$ cat config.mk
export PLATFORM = sky130hd
export DESIGN_NAME = reflet_mem_arbiter
export DESIGN_NICKNAME = d
export VERILOG_FILES = /design/src/rtl/reflet_mem_arbiter.sv
export SDC_FILE = /design/constraint.sdc
export NUM_CORES = 1
export LEC_CHECK = 0
export ABC_CLOCK_PERIOD_IN_PS = 7910
export CAP_MARGIN = 20
export CORE_ASPECT_RATIO = 1.4
export CORE_MARGIN = 2
export CORE_UTILIZATION = 48
export CTS_CLUSTER_SIZE = 20
export DETAILED_ROUTE_END_ITERATION = 10
export PLACE_DENSITY = 0.86
export SYNTH_ARGS = -nofsm -noshare
export SYNTH_HDL_FRONTEND = slang
export SYNTH_SLANG_ARGS = --single-unit
$ cat constraint.sdc
create_clock -name clk -period 7.91 [get_ports clk]
set_input_delay 1.9775 -clock clk [delete_from_list [all_inputs] [get_ports clk]]
set_output_delay 1.9775 -clock clk [all_outputs]
set_load 0.02 [all_outputs]
$ cat src/rtl/reflet_mem_arbiter.sv
// Round-robin front end serialising two req/ready ports onto one registered-read RAM.
// Write: ready 2 cycles after IDLE sampling; read: ready 3 cycles after. Requesters hold req until ready.
module reflet_mem_arbiter #(
  parameter int addrSize = 7,
  parameter int wordsize = 8
) (
  input  logic                clk,
  input  logic                reset,
  input  logic                a_req,
  input  logic                a_we,
  input  logic [addrSize-1:0] a_addr,
  input  logic [wordsize-1:0] a_wdata,
  output logic [wordsize-1:0] a_rdata,
  output logic                a_ready,
  input  logic                b_req,
  input  logic                b_we,
  input  logic [addrSize-1:0] b_addr,
  input  logic [wordsize-1:0] b_wdata,
  output logic [wordsize-1:0] b_rdata,
  output logic                b_ready,
  output logic                ram_enable,
  output logic [addrSize-1:0] ram_addr,
  output logic                ram_write_en,
  output logic [wordsize-1:0] ram_data_in,
  input  logic [wordsize-1:0] ram_data_out
);

  typedef enum logic [1:0] {IDLE, ISSUE, WAIT, DONE} state_t;

  localparam logic PORT_A = 1'b0;
  localparam logic PORT_B = 1'b1;

  state_t              state;
  state_t              state_nxt;
  logic                last_grant;
  logic                grant;
  logic                cur_we;
  logic [addrSize-1:0] cur_addr;
  logic [wordsize-1:0] cur_wdata;

  logic                start;
  logic                pick_b;
  logic                sel_we;
  logic [addrSize-1:0] sel_addr;
  logic [wordsize-1:0] sel_wdata;

  logic                enable_nxt;
  logic                write_en_nxt;
  logic [addrSize-1:0] addr_nxt;
  logic [wordsize-1:0] data_in_nxt;
  logic                a_ready_nxt;
  logic                b_ready_nxt;

  // B wins only if A is absent or A was the last one served.
  always_comb begin
    start     = a_req | b_req;
    pick_b    = b_req & (~a_req | (last_grant == PORT_A));
    sel_we    = pick_b ? b_we    : a_we;
    sel_addr  = pick_b ? b_addr  : a_addr;
    sel_wdata = pick_b ? b_wdata : a_wdata;

    state_nxt = state;
    case (state)
      IDLE:    if (start) state_nxt = ISSUE;
      ISSUE:   state_nxt = cur_we ? DONE : WAIT;
      WAIT:    state_nxt = DONE;
      DONE:    state_nxt = IDLE;
      default: state_nxt = IDLE;
    endcase
  end

  // Outputs are decoded from the next state so every output leaves a flop.
  always_comb begin
    enable_nxt   = 1'b0;
    write_en_nxt = 1'b0;
    addr_nxt     = ram_addr;
    data_in_nxt  = ram_data_in;
    a_ready_nxt  = 1'b0;
    b_ready_nxt  = 1'b0;
    case (state_nxt)
      ISSUE: begin
        enable_nxt   = 1'b1;
        write_en_nxt = sel_we;
        addr_nxt     = sel_addr;
        data_in_nxt  = sel_wdata;
      end
      WAIT: begin
        // RAM output is gated by enable, so keep it enabled while data is captured.
        enable_nxt = 1'b1;
        addr_nxt   = cur_addr;
      end
      DONE: begin
        a_ready_nxt = (grant == PORT_A);
        b_ready_nxt = (grant == PORT_B);
      end
      default: ;
    endcase
  end

  always_ff @(posedge clk) begin
    if (reset) state <= IDLE;
    else       state <= state_nxt;
  end

  always_ff @(posedge clk) begin
    if (reset) begin
      ram_enable   <= 1'b0;
      ram_write_en <= 1'b0;
      ram_addr     <= '0;
      ram_data_in  <= '0;
      a_ready      <= 1'b0;
      b_ready      <= 1'b0;
      a_rdata      <= '0;
      b_rdata      <= '0;
      last_grant   <= PORT_B;
      grant        <= PORT_A;
      cur_we       <= 1'b0;
      cur_addr     <= '0;
      cur_wdata    <= '0;
    end else begin
      ram_enable   <= enable_nxt;
      ram_write_en <= write_en_nxt;
      ram_addr     <= addr_nxt;
      ram_data_in  <= data_in_nxt;
      a_ready      <= a_ready_nxt;
      b_ready      <= b_ready_nxt;
      if (state == IDLE && start) begin
        grant      <= pick_b;
        last_grant <= pick_b;
        cur_we     <= sel_we;
        cur_addr   <= sel_addr;
        cur_wdata  <= sel_wdata;
      end
      if (state == WAIT) begin
        if (grant == PORT_A) a_rdata <= ram_data_out;
        else                 b_rdata <= ram_data_out;
      end
    end
  end

endmodule

# Word-level counts from Yosys, hierarchy flattened
# Index checks and enable logic that the tools add are counted.
# word_totals
out_inout_bits,35
regBits,47
in_bits,44
elab_cells,43
# op_classes
n_bitwise,8
n_eq_ne,6
muxes,8
n_reduce_logical,8
# op_table
op,count
$pmux 7 s2,1
$eq 2x2->1 const B,4
$mux 8,1
$pmux 2 s4,1
$mux 7,1
$reduce_or 2->1,3
$not 1->1,5
$eq 2x1->1 const B,2
$reduce_and 2->1,2
$mux 1,3
$logic_not 2->1,1
$mux 2,1
$or 1x1->1,2
$reduce_bool 2->1,1
$and 1x1->1,1
$logic_and 1x1->1,1

# Logic depth before layout (Yosys ltp)
# depth
depth_word,6
mapped_depth,11
ltp_nobuf,9

# Worst setup path after synthesis
# OpenSTA, ideal clock, no wires.
# synth_path
path_kind,input to register
startpoint,in b_req
endpoint,reg ram_addr[0]
slack_ns,4.030
setup_ns,0.116
arrival_ns,3.763
cell_stages,9
required_time_ns,7.794
path_buffers,2
cell_sequence,or3_1 -> a221oi_2 -> inv_1 -> ha_1 -> clkbuf_1 -> nand2b_1 -> clkbuf_1 -> a21oi_1 -> a31o_2
# synth_between
elab_chain_len,5
elab_cells_between_ends,9
cone_classes,eq/ne (2); mux (4); bitwise (2); reduce/logical (1)
# synth_rtl
element,line_no,source
"start, declared",15,"input logic b_req,"
$or 1x1->1 *,56,start = a_req | b_req;
$mux 2 *,64,IDLE: if (start) state_nxt = ISSUE;
$pmux 2 s4 *,63,case (state)
named net state_nxt[0],34,state_t state_nxt;
$eq 2x2->1 / $eq 2x1->1 (equally long branches),80,case (state_nxt)
$pmux 7 s2 / $reduce_bool 2->1 (equally long branches),-,
"end signal, assigned",123,ram_addr <= addr_nxt;
"end, declared",22,"output logic [addrSize-1:0] ram_addr,"
# The timed path passes the listed nets; every way through them passes the cells marked *.
# A chain may end at the register's enable or synchronous reset.

# Worst setup path after layout
# layout_path
startpoint,in a_req
endpoint,reg ram_addr[2]
# layout_between
elab_chain_len,5
elab_cells_between_ends,11
cone_classes,eq/ne (2); mux (4); bitwise (4); reduce/logical (1)
# layout_rtl
element,line_no,source
"start, declared",9,"input logic a_req,"
$or 1x1->1 *,56,
$mux 2 *,64,
$pmux 2 s4 *,63,
named net state_nxt[0],34,
$eq 2x2->1 / $eq 2x1->1 (equally long branches),80,
$pmux 7 s2 / $reduce_bool 2->1 (equally long branches),-,
# Marked as above.

==> flow_summary.yaml <==
cts:
  cts_max_path_buffers: 2
  tritoncts_num_sinks: 47
  hold_buffers: 0
  cts.reportedPaths.clkPinSlew_ns: 0.08
  htreeDepth: 2
  post_cts_buffers: 0
  cts_resized: 0
  cts_root_buf: "clkbuf_8"
  cts_buffers: 5
  cts_tree: "built"
  clock_latency_ns: 0.29
power:
  p_total_mw: 0.925
  powerDensity_nw_per_um2: 310
  peakVddDrop_mv: 0.220
  p_leak_nw: 1.17
finish:
  seq_area_um2: 941
  multi_input_area_um2: 1070
  drive_above_1_share_pct: 8.97
  syn2layout_area_growth_pct: 38.3
  final_cells: 361
  diodes: 0
  final_cell_mix: "77 x clkdlybuf4s50_1, 47 x dfxtp_1, 33 x nor2_1, 24 x mux2i_1"
  mostFrequentLayoutCell: "clkdlybuf4s50_1"
  fin_util_pct: 69.9
  fillers: 362
  nets: 351
global_routing:
  grt_pass1_vias: 1765
  grt_max_degree: 48
  antenna_found_initial: 0
  overflow: 0
  grt_pass1_wl_mm: 7.53
  track_usage_pct: 19.4
setup_path:
  crit_arrival_ns: 4.35
  crit_chain: "clkdlybuf4s50_1, or3_1, a221oi_2, inv_1, ha_1, nand2b_1, a21oi_1, a31o_2"
  crit_family: "simple AND/OR/NAND/NOR gates"
  slowest_stage: "clkdlybuf4s50_1"
  critPathKind: "primary input to flip-flop"
  critPathBufInv: 2
  critPathRequiredTime_ns: 8.10
  worst_path_largest_cell_delay_ns: 0.50
  startpoint_type: "primary input"
  end_kind: "flip-flop"
  path_max_fanout: 8
yosys:
  synth_edf_count: 0
  synth-seq-cells: 47
  netlist_instances: 233
  syn-num-nets: 284
  netlist-cell-type-count: 27
  synth.avg_cell_area_um2: 9.27
  synthArstFlopShare_pct: 0
  netlist_area_um2: 2160
  yosysTopAreaCellShare_pct: 43.5
  synth_top_flop_cell: "dfxtp_1"
  synthTopCellsByArea: "dfxtp_1 44%, mux2i_1 11%, nor2_1 5.7%"
  ys.warnings.count: 0
  ys_seq_area_share_pct: 43.5
  yosysTopAreaCell: "dfxtp_1"
timing:
  period_minus_slack_ns: 4.16
  skew_ns: 0.00356
  fin_tns_setup_ns: 0
  clock.fmax_ghz: 0.240
  setup_viol: 0
  worstMarginPinSlew_ns: 0.984
  finalCritPeriodShare_pct: 52.6
  maxSlewViolCount: 0
  rsz0062_at_grt: "no"
  hold_viol_final: 0
  slew-limit-headroom_pct: 34.2
place:
  place_inst: 353
  numPortBuffers: 78
  dp_hpwl_mm: 3.34
  gp_congestion: 0.773
floorplan:
  core-area_um2: 4270
  dieArea_um2: 5060
  die_w_um: 60.7
  num_rows: 28
  die_h_um: 83.4
  start_util_pct: 50.6
  io_pins: 79
hold_path:
  hold_class: "flip-flop to flip-flop"
flow_run:
  max_cap_viol_count: 0
status:
  status: "completed"
drt:
  routed_wl_mm: 4.52
  drc_errors: 0
  first_iter_violations: 69
  drtAntennaViolNets: 0
  via_per_inst: 5.00
  vias: 1805
  wire_per_inst_um: 12.5
  dr.pass1.iters: 4
-- worst min-delay path: cells and delay by family, from the launching register on --
kind            cells  cell delay, ns
simple gates        1            0.05
compound gates      1            0.05
flops               1            0.31
-- flip-flops by register name (all words and copies together) (netlist names) --
register	flops
ram_write_en	1
b_rdata	8
ram_data_in	8
cur_addr	7
state	2
grant	1
a_ready	1
cur_we	1
a_rdata	8
b_ready	1
ram_enable	1
last_grant	1
ram_addr	7
-- through the flow --
stage                     cell area, µm²  hold WS (ns)  setup slack [ns]
after floorplan                     2160         0.470              4.03
after global placement              2900         0.443              3.50
after detailed placement            2900         0.448              3.43
after CTS                           2990         0.459              3.73
after global routing                2990         0.481              3.61
final                               2990         0.455              3.75
-- power breakdown --
group | leakage [nW] | internal (mW) | total, mW | switching (mW)
Clock | 0.0477 | 0.0605 | 0.136 | 0.0759
Sequential | 0.386 | 0.298 | 0.330 | 0.0318
Combinational | 0.738 | 0.212 | 0.459 | 0.246
-- synthesized netlist by cell type, types with 2 or more instances --
cell      number
dfxtp_1       47
nor2_1        33
mux2i_1       24
a21oi_1       17
nand2_1       17
inv_1         12
clkbuf_1       9
nor3b_1        9
a211oi_1       8
a211oi_2       8
nand3_1        8
or3_1          8
a31o_2         7
ha_1           7
buf_2          4
nand2b_1       3
buf_6          2
-- layout make-up --
cell class	count	share of cell area, %
multi-input cells	156	35.7
flip-flops and latches	47	31.5
repair buffers	78	26.0
well taps	60	2.51
clock buffers	5	2.30
inverters	12	1.51
clock inverters	3	0.503
-- worst paths after layout --
path / start / end / slack, ns / cells past startpoint
worst max register to register: state[1] / ram_addr[2] / 5.58 / 9
worst min register to register: b_rdata[0] / b_rdata[0] / 0.46 / 2
worst max-delay path: a_req / ram_addr[2] / 3.75 / 8
worst min-delay path: b_rdata[0] / b_rdata[0] / 0.46 / 2
-- logic make-up after synthesis --
kind of cell,Yosys count,synth area share [%]
AND/OR/NAND/NOR,81,17.8
flip-flops,47,43.5
AO/OA/AOI/OAI,44,16.4
buffers and inverters,30,7.06
multiplexers,24,11.1
adder cells (fa/ha/maj),7,4.05
-- per-layer routing --
metal	global-route usage, %	routed length (µm)	up-vias
met4	7.11	81	0
met1	21.2	1800	803
met3	6.39	291	6
met5	0	0	-
met2	33.3	2350	62
li1	-	-	934
Note: power is estimated with default switching activity, not from simulation.
